`src/rtl/fetch_mem_arbiter_pkg.sv`:
```
// Shared definitions for the fetch/data memory-port arbiter: FSM states,
// transfer size codes, default widths and request-enable constants.
package fetch_mem_arbiter_pkg;

    localparam int unsigned ADDR_W_DEF       = 32;
    localparam int unsigned MAX_DATA_RUN_DEF = 4;

    // Transfer size codes carried on data_size / bus_size
    localparam logic [1:0] SIZE_BYTE = 2'd0;
    localparam logic [1:0] SIZE_HALF = 2'd1;
    localparam logic [1:0] SIZE_WORD = 2'd2;

    // Bus request / handshake levels
    localparam logic REQ_ENABLE  = 1'b1;
    localparam logic REQ_DISABLE = 1'b0;
    localparam logic HS_OK       = 1'b1;
    localparam logic HS_NONE     = 1'b0;

    typedef enum logic [2:0] {
        ST_IDLE   = 3'd0,
        ST_I_ADDR = 3'd1,
        ST_I_DATA = 3'd2,
        ST_D_ADDR = 3'd3,
        ST_D_DATA = 3'd4
    } arb_state_e;

endpackage

```
`src/rtl/fetch_mem_arbiter_req_latch.sv`:
```
// fma_req_latch: holds the bus-side request fields (wr/size/wstrb/addr/wdata)
// of the currently granted requester. Loaded once per grant, cleared by reset.
module fma_req_latch
    import fetch_mem_arbiter_pkg::*;
#(
    parameter int unsigned ADDR_W = ADDR_W_DEF
) (
    input  logic              clk,
    input  logic              rst,
    input  logic              i_load,
    input  logic              i_wr,
    input  logic [1:0]        i_size,
    input  logic [3:0]        i_wstrb,
    input  logic [ADDR_W-1:0] i_addr,
    input  logic [ADDR_W-1:0] i_wdata,
    output logic              o_wr,
    output logic [1:0]        o_size,
    output logic [3:0]        o_wstrb,
    output logic [ADDR_W-1:0] o_addr,
    output logic [ADDR_W-1:0] o_wdata
);

    // Capture the granted request fields; hold them for the whole transaction
    always_ff @(posedge clk) begin
        if (rst) begin
            o_wr    <= 1'b0;
            o_size  <= '0;
            o_wstrb <= '0;
            o_addr  <= '0;
            o_wdata <= '0;
        end else if (i_load) begin
            o_wr    <= i_wr;
            o_size  <= i_size;
            o_wstrb <= i_wstrb;
            o_addr  <= i_addr;
            o_wdata <= i_wdata;
        end
    end

endmodule

```
`src/rtl/fetch_mem_arbiter.sv`:
```
// fetch_mem_arbiter: shares one SRAM-like port between instruction fetch and
// the MEM stage. One transaction outstanding, data has priority, a flushed
// fetch still completes on the bus but its handshakes are hidden.
// Optional build macro: ARB_STARVE_GUARD_EN (bounded run of data grants
// while a fetch waits; undefined = strict data priority).
module fetch_mem_arbiter
    import fetch_mem_arbiter_pkg::*;
#(
    parameter int unsigned ADDR_W       = ADDR_W_DEF,
    parameter int unsigned MAX_DATA_RUN = MAX_DATA_RUN_DEF
) (
    input  logic              clk,
    input  logic              rst,
    input  logic              flush,
    input  logic              inst_req,
    input  logic [ADDR_W-1:0] inst_addr,
    output logic              inst_addr_ok,
    output logic              inst_data_ok,
    output logic [ADDR_W-1:0] inst_rdata,
    input  logic              data_req,
    input  logic              data_wr,
    input  logic [1:0]        data_size,
    input  logic [3:0]        data_wstrb,
    input  logic [ADDR_W-1:0] data_addr,
    input  logic [ADDR_W-1:0] data_wdata,
    output logic              data_addr_ok,
    output logic              data_data_ok,
    output logic [ADDR_W-1:0] data_rdata,
    output logic              bus_req,
    output logic              bus_wr,
    output logic [1:0]        bus_size,
    output logic [3:0]        bus_wstrb,
    output logic [ADDR_W-1:0] bus_addr,
    output logic [ADDR_W-1:0] bus_wdata,
    input  logic              bus_addr_ok,
    input  logic              bus_data_ok,
    input  logic [ADDR_W-1:0] bus_rdata
);

    arb_state_e r_state;
    arb_state_e w_state_nxt;
    logic       r_cancel;
    logic       w_cancel_nxt;
    logic       w_grant_d;
    logic       w_grant_i;
    logic       w_force_inst;
    logic       w_hide_inst;

    logic              w_ld_wr;
    logic [1:0]        w_ld_size;
    logic [3:0]        w_ld_wstrb;
    logic [ADDR_W-1:0] w_ld_addr;
    logic [ADDR_W-1:0] w_ld_wdata;

    // A flush in the current cycle hides the fetch handshake immediately
    assign w_hide_inst = r_cancel | flush;

`ifdef ARB_STARVE_GUARD_EN
    localparam int unsigned RUN_W = $clog2(MAX_DATA_RUN + 1);
    logic [RUN_W-1:0] r_run;

    assign w_force_inst = (r_run >= RUN_W'(MAX_DATA_RUN)) && inst_req && !flush;

    // Count data grants that overtook a waiting fetch; clear once fetch is served or gone
    always_ff @(posedge clk) begin
        if (rst) begin
            r_run <= '0;
        end else if (r_state == ST_IDLE) begin
            if (w_grant_i || !inst_req) begin
                r_run <= '0;
            end else if (w_grant_d && (r_run < RUN_W'(MAX_DATA_RUN))) begin
                r_run <= r_run + 1'b1;
            end
        end
    end
`else
    assign w_force_inst = 1'b0;
    // MAX_DATA_RUN only shapes the starvation guard; kept so both builds share one interface
    if (MAX_DATA_RUN == 0) begin : g_no_guard
    end
`endif

    // State and cancel registers
    always_ff @(posedge clk) begin
        if (rst) begin
            r_state  <= ST_IDLE;
            r_cancel <= 1'b0;
        end else begin
            r_state  <= w_state_nxt;
            r_cancel <= w_cancel_nxt;
        end
    end

    // Grant decision, handshake pass-through and next state
    always_comb begin
        w_state_nxt  = r_state;
        w_cancel_nxt = r_cancel;
        w_grant_d    = 1'b0;
        w_grant_i    = 1'b0;
        bus_req      = REQ_DISABLE;
        inst_addr_ok = HS_NONE;
        inst_data_ok = HS_NONE;
        data_addr_ok = HS_NONE;
        data_data_ok = HS_NONE;

        case (r_state)
            ST_IDLE: begin
                w_cancel_nxt = 1'b0;
                if (data_req && !w_force_inst) begin
                    w_grant_d   = 1'b1;
                    w_state_nxt = ST_D_ADDR;
                end else if (inst_req && !flush) begin
                    w_grant_i   = 1'b1;
                    w_state_nxt = ST_I_ADDR;
                end
            end
            ST_I_ADDR: begin
                bus_req = REQ_ENABLE;
                if (flush) w_cancel_nxt = 1'b1;
                if (bus_addr_ok == HS_OK) begin
                    inst_addr_ok = !w_hide_inst;
                    w_state_nxt  = ST_I_DATA;
                end
            end
            ST_I_DATA: begin
                if (flush) w_cancel_nxt = 1'b1;
                if (bus_data_ok == HS_OK) begin
                    inst_data_ok = !w_hide_inst;
                    w_cancel_nxt = 1'b0;
                    w_state_nxt  = ST_IDLE;
                end
            end
            ST_D_ADDR: begin
                bus_req = REQ_ENABLE;
                if (bus_addr_ok == HS_OK) begin
                    data_addr_ok = HS_OK;
                    w_state_nxt  = ST_D_DATA;
                end
            end
            ST_D_DATA: begin
                if (bus_data_ok == HS_OK) begin
                    data_data_ok = HS_OK;
                    w_state_nxt  = ST_IDLE;
                end
            end
            default: begin
                w_state_nxt  = ST_IDLE;
                w_cancel_nxt = 1'b0;
            end
        endcase

        // Reset takes effect on the outputs in the same cycle it is asserted
        if (rst) begin
            bus_req      = REQ_DISABLE;
            inst_addr_ok = HS_NONE;
            inst_data_ok = HS_NONE;
            data_addr_ok = HS_NONE;
            data_data_ok = HS_NONE;
        end
    end

    // Select which requester's fields are loaded into the bus latch
    always_comb begin
        if (w_grant_d) begin
            w_ld_wr    = data_wr;
            w_ld_size  = data_size;
            w_ld_wstrb = data_wstrb;
            w_ld_addr  = data_addr;
            w_ld_wdata = data_wdata;
        end else begin
            w_ld_wr    = 1'b0;
            w_ld_size  = SIZE_WORD;
            w_ld_wstrb = '0;
            w_ld_addr  = inst_addr;
            w_ld_wdata = '0;
        end
    end

    fma_req_latch #(
        .ADDR_W (ADDR_W)
    ) u_req_latch (
        .clk     (clk),
        .rst     (rst),
        .i_load  (w_grant_d | w_grant_i),
        .i_wr    (w_ld_wr),
        .i_size  (w_ld_size),
        .i_wstrb (w_ld_wstrb),
        .i_addr  (w_ld_addr),
        .i_wdata (w_ld_wdata),
        .o_wr    (bus_wr),
        .o_size  (bus_size),
        .o_wstrb (bus_wstrb),
        .o_addr  (bus_addr),
        .o_wdata (bus_wdata)
    );

    assign inst_rdata = inst_data_ok ? bus_rdata : '0;
    assign data_rdata = data_data_ok ? bus_rdata : '0;

endmodule

```
`config.mk`:
```
export PLATFORM = sky130hd
export DESIGN_NAME = fetch_mem_arbiter
export DESIGN_NICKNAME = d
export VERILOG_FILES = /design/src/rtl/fetch_mem_arbiter_pkg.sv /design/src/rtl/fetch_mem_arbiter_req_latch.sv /design/src/rtl/fetch_mem_arbiter.sv
export SDC_FILE = /design/constraint.sdc
export NUM_CORES = 1
export LEC_CHECK = 0
export BUFFER_PORTS_ARGS = -buffer_cell sky130_fd_sc_hd__buf_2
export CORE_AREA = 2 2 109 111
export CTS_CLUSTER_DIAMETER = 120
export DETAILED_ROUTE_END_ITERATION = 10
export DIE_AREA = 0 0 111 113
export PLACE_DENSITY = 0.68
export SYNTH_ARGS = -nofsm -noshare
export SYNTH_HDL_FRONTEND = slang
export SYNTH_HIERARCHICAL = 1
export SYNTH_SLANG_ARGS = --single-unit
```
`constraint.sdc`:
```
create_clock -name clk -period 4.7 [get_ports clk]
set_input_delay 0.705 -clock clk [delete_from_list [all_inputs] [get_ports clk]]
set_output_delay 0.705 -clock clk [all_outputs]
set_load 0.005 [all_outputs]
```
After elaboration in Yosys (flattened, before gate mapping). Index checks and enable logic that the tools add are counted.

Input bits: 142. Register bits after elaboration: 75. Logic and storage cells: 60.

Eq/ne operators: 8. Mux-type cells: 35. Bitwise operators: 2. Reductions and logical operators: 8.

Operators with widths (number): two-way mux 32 bit (4); two-way mux 1 bit (22); two-way mux 3 bit (5); one-hot mux 3 bit (4 select lines) (1); equality test 3 x 2 -> 1 bit, second input constant (2); OR reduction 2 bit (3); two-way mux 4 bit (1); inequality test 2 bit, second input constant (2); AND reduction 4 bit (1); equality test 3 x 1 -> 1 bit, second input constant (1); equality test 3 bit, second input constant (1); zero test 3 bit (1); inequality test 3 bit, second input constant (1); one-hot mux 1 bit (3 select lines) (1); zero test 1 bit (2); two-way mux 2 bit (1); inequality test 2 x 1 -> 1 bit, second input constant (1); OR 1 bit (2); logical AND 1 bit (1).

Depth between registers and ports, before layout.
Depth in word-level cells: 6. Mapped depth: 8. Mapped depth without buffers: 5.

Modules after synthesis. Netlist, hierarchy kept.

By module, submodules not included: fma_req_latch (times used 1, sequential area each 1421.4 um^2, area each 2546.2 um^2, cells an instance 229); fetch_mem_arbiter (times used 1, sequential area each 80.1 um^2, area each 1403.8 um^2, cells an instance 188).

Worst setup path before layout. OpenSTA, ideal clock, no wires.

Path kind: input to output. Start point: input rst. End point: output inst_rdata[10]. Path slack: 2.287 ns. Buffers on the path: 1. Stages on the path: 4. Data arrival time: 1.708 ns. Cells stage by stage: or3b_4 -> nor4_4 -> clkbuf_2 -> and2_1.

Word-level cells in the longest chain between the ends: 2.

Ends and longest elaborated chain: start, declared (line fetch_mem_arbiter.sv:13) `input logic rst,`; two-way mux 1 bit (line fetch_mem_arbiter.sv:153) `if (rst) begin`; two-way mux 32 bit (line fetch_mem_arbiter.sv:197) `assign inst_rdata = inst_data_ok ? bus_rdata : '0;`; end, declared (line fetch_mem_arbiter.sv:19) `output logic [ADDR_W-1:0] inst_rdata,`.

No other way between the ends.

Final worst setup path.
Start point: register r_state[0]. End point: output inst_rdata[6].

Word-level cells in the longest chain between the ends: 4.

Ends and longest elaborated chain: start, declared (line fetch_mem_arbiter.sv:40) `arb_state_e r_state;`; start signal, assigned (line fetch_mem_arbiter.sv:89) `r_state <= w_state_nxt;`; equality test 3 x 2 -> 1 bit (line fetch_mem_arbiter.sv:106) `case (r_state)`; two-way mux 1 bit (line fetch_mem_arbiter.sv:106); two-way mux 1 bit (line fetch_mem_arbiter.sv:153); two-way mux 32 bit (line fetch_mem_arbiter.sv:197).

No other way between the ends.

==> flow_summary.yaml <==
drt:
  antenna_left: 0
  vias: 3913
  drt_iter0_markers: 147
  drt_wl_total_mm: 11.67
  drt-wirelength-per-cell_um: 14.08
  drc_errors: 0
  vias_per_cell: 4.720
  first_pass_iters: 5
critical_path:
  required_ns: 3.99
  cp.arrival_ns: 2.13
  reg2reg_depth: 7
  worst_path_max_delay_cell: "or3b_4"
  worst_setup_path_end_kind: "output port"
  critPathKind: "flop to output port"
  r2r_setup_slack_ns: 2.09
  critPathMaxStageDelay_ns: 0.46
  cp_max_fo: 30
  startpoint_type: "flop"
  worstReg2RegStart: "r_state[2]"
  cp.buffers_inverters: 2
  reg2reg_to: "u_req_latch/o_addr[24]"
  cp_top_family: "simple AND/OR/NAND/NOR gates"
  path_cells: "or3b_4, nor4_4, buf_6, and2_1, buf_2"
global_route:
  track_usage_pct: 17.36
  grt_pass1_wl_mm: 17.90
  grt_pass1_vias: 3640
  antenna_found_initial: 2
  grt-ovfl-total: 0
  grt_max_degree: 77
finish:
  area_delta_synth_final_pct: 43.05
  finalInstanceArea_um2: 5650
  final_nets: 823
  drive_above_1_share_pct: 49.13
  antennaDiodeCount: 0
clock_network:
  h-tree-depth: 3
  clk_pin_slew_ns: 0.06
  clkSinkCount: 75
  clk_latency_ns: 0.33
  clk_path_buf_depth: 2
  ctsHoldBuffers: 0
  cts_setup_buffers: 0
  cts_tree: "yes"
  cts_root_buf: "clkbuf_16"
  cts_buffers: 9
  cts.repair.resized: 0
power:
  power.leakage_nw: 3.138
  p_per_area_nw_per_um2: 319.2
  peakVddDrop_v: 0.0001906
synth:
  syn_area_per_cell_um2: 9.473
  postSynthCellCount: 417
  synth_edf_count: 0
  synth_seq_cells: 75
  synthArstFlopShare_pct: 0
  synth.distinct_cells: 30
  yosysWarnings: 6
  synth_nets: 559
  netlist_area_um2: 3950
  synthFlopType: "dfxtp_1"
  synth_seq_area_share_pct: 38.01
sta:
  worstMarginPinSlew_ns: 0.7956
  relSlewSlack_pct: 46.96
  hold_viol_final: 0
  period_minus_slack_ns: 2.833
  max_freq_mhz: 353.0
  finClkSkew_ns: 0.008694
  rsz0062_at_grt: "no"
  setup_viol: 0
  slew_violations: 0
  fin_crit_sh_pct: 60.28
  setup_tns_ns: 0
  layout_setup_ws_ns: 1.867
min_path:
  hp-start: "u_req_latch/o_addr[10]"
  whs_path_depth: 2
  hold_end: "u_req_latch/o_addr[10]"
  hold_class: "flop to flop"
die:
  core_um2: 11270
  ios: 282
  dieArea_um2: 12540
  dieHeight_um: 113
  row_count: 39
  start_util_pct: 35.04
  die_w_um: 111
job:
  cap_violations: 0
status:
  outcome: "finished clean"
place:
  port_buffers: 281
  routabilityCongestion: 0.8600
  dpl.hpwl_mm: 8.857
  dp_slack_ns: 1.353
  placed_area_um2: 5346
synth_stat cells (all sizes together) (2+ instances only):
cell | count | area (um^2)
mux2i | 71 | 710.7
nand2 | 2 | 7.510
mux2 | 32 | 360.3
buf | 14 | 167.7
and2 | 66 | 412.9
o21ai | 2 | 10.01
nand2b | 3 | 18.77
dfxtp | 75 | 1501
clkbuf | 22 | 87.58
nor2 | 73 | 274.0
a211oi | 2 | 15.01
nor2b | 3 | 18.77
and3 | 39 | 244.0
nor3b | 2 | 15.01
nor4 | 2 | 27.53
placed cells by master, fill, tap and decap left out, types with 2 or more instances in the layout:
master / synthesis / routed
mux2_2: 28 / 28
nand2b_1: 3 / 3
nor2_1: 73 / 73
clkbuf_16: 0 / 9
and2_1: 66 / 66
clkinv_2: 0 / 2
nand2_1: 2 / 2
nor2b_1: 3 / 3
buf_4: 1 / 7
dfxtp_1: 75 / 75
clkinvlp_4: 0 / 2
nor3b_1: 2 / 2
and3_1: 39 / 39
a211oi_1: 2 / 2
mux2_1: 4 / 4
buf_2: 2 / 281
o21ai_0: 2 / 2
mux2i_1: 71 / 71
stage by stage:
stage          utilization, %  power [mW]  hold WS, ns  std cells
4_1_cts                 50.03       1.825       0.4904        828
2_1_floorplan               -       1.017       0.4850        417
6_report                50.13       1.804       0.4827        829
3_3_place_gp            47.43       1.135       0.4691        812
5_1_grt                 50.13       1.897       0.5086        829
3_5_place_dp            47.43       1.146       0.4756        812
report_power, final:
part           internal [mW]  switching [mW]  leakage [nW]  total (mW)
logic                  0.215           0.198          2.39       0.413
clock network          0.411           0.262         0.139       0.673
registers              0.687          0.0306         0.612       0.718
worst register-to-register path: cells and delay by family (launching register included):
kind          cells  cell delay, ns
mux               2            0.56
buf+inv           2            0.73
simple gates      3            0.80
flops             1            0.39
worst max-delay path by stage:
stage / end / slack (ns) / cells past startpoint / start
floorplan: inst_rdata[10] / 2.29 / 4 / rst
global placement: inst_rdata[10] / 1.46 / 5 / rst
detailed placement: inst_rdata[3] / 1.35 / 5 / rst
CTS: inst_rdata[4] / 1.33 / 4 / r_state[0]
global route: inst_rdata[1] / 1.74 / 5 / r_state[0]
finish: inst_rdata[6] / 1.87 / 5 / r_state[0]
sequential cells by signal, summed over array words and instances (netlist names):
signal               flops
u_req_latch/o_addr      32
u_req_latch/o_wdata     32
u_req_latch/o_size       2
r_state                  3
u_req_latch/o_wr         1
r_cancel                 1
u_req_latch/o_wstrb      4
metal layers:
layer	part of all wire, %	wire length [um]	up-vias	track usage, %
li1	-	-	1924	-
met1	40	4658	1803	19.47
met2	51	5974	174	32.27
met3	7.5	879	12	4.874
met4	1.4	160	0	4.750
met5	0	0	-	0
kinds of logic (layout without fill, tap and decap cells):
| family | Yosys count | after routing | share of synthesized area [%] |
|---|---|---|---|
| DFF | 75 | 75 | 38.01 |
| and+or+nand+nor | 193 | 193 | 26.54 |
| muxes | 103 | 103 | 27.11 |
| AOI/OAI and AO/OA | 9 | 9 | 1.774 |
| buffers and inverters | 37 | 306 | 6.557 |
cell type report:
class | instances | area (um^2)
Tap cell | 143 | 178.9
Sequential cell | 75 | 1501
Multi-Input combinational cell | 305 | 2203
Clock buffer | 10 | 229.0
Inverter | 1 | 3.754
Timing Repair Buffer | 289 | 1470
Fill cell | 1070 | 5622
Clock inverter | 6 | 63.81
Note: power is estimated with default switching activity, not from simulation.
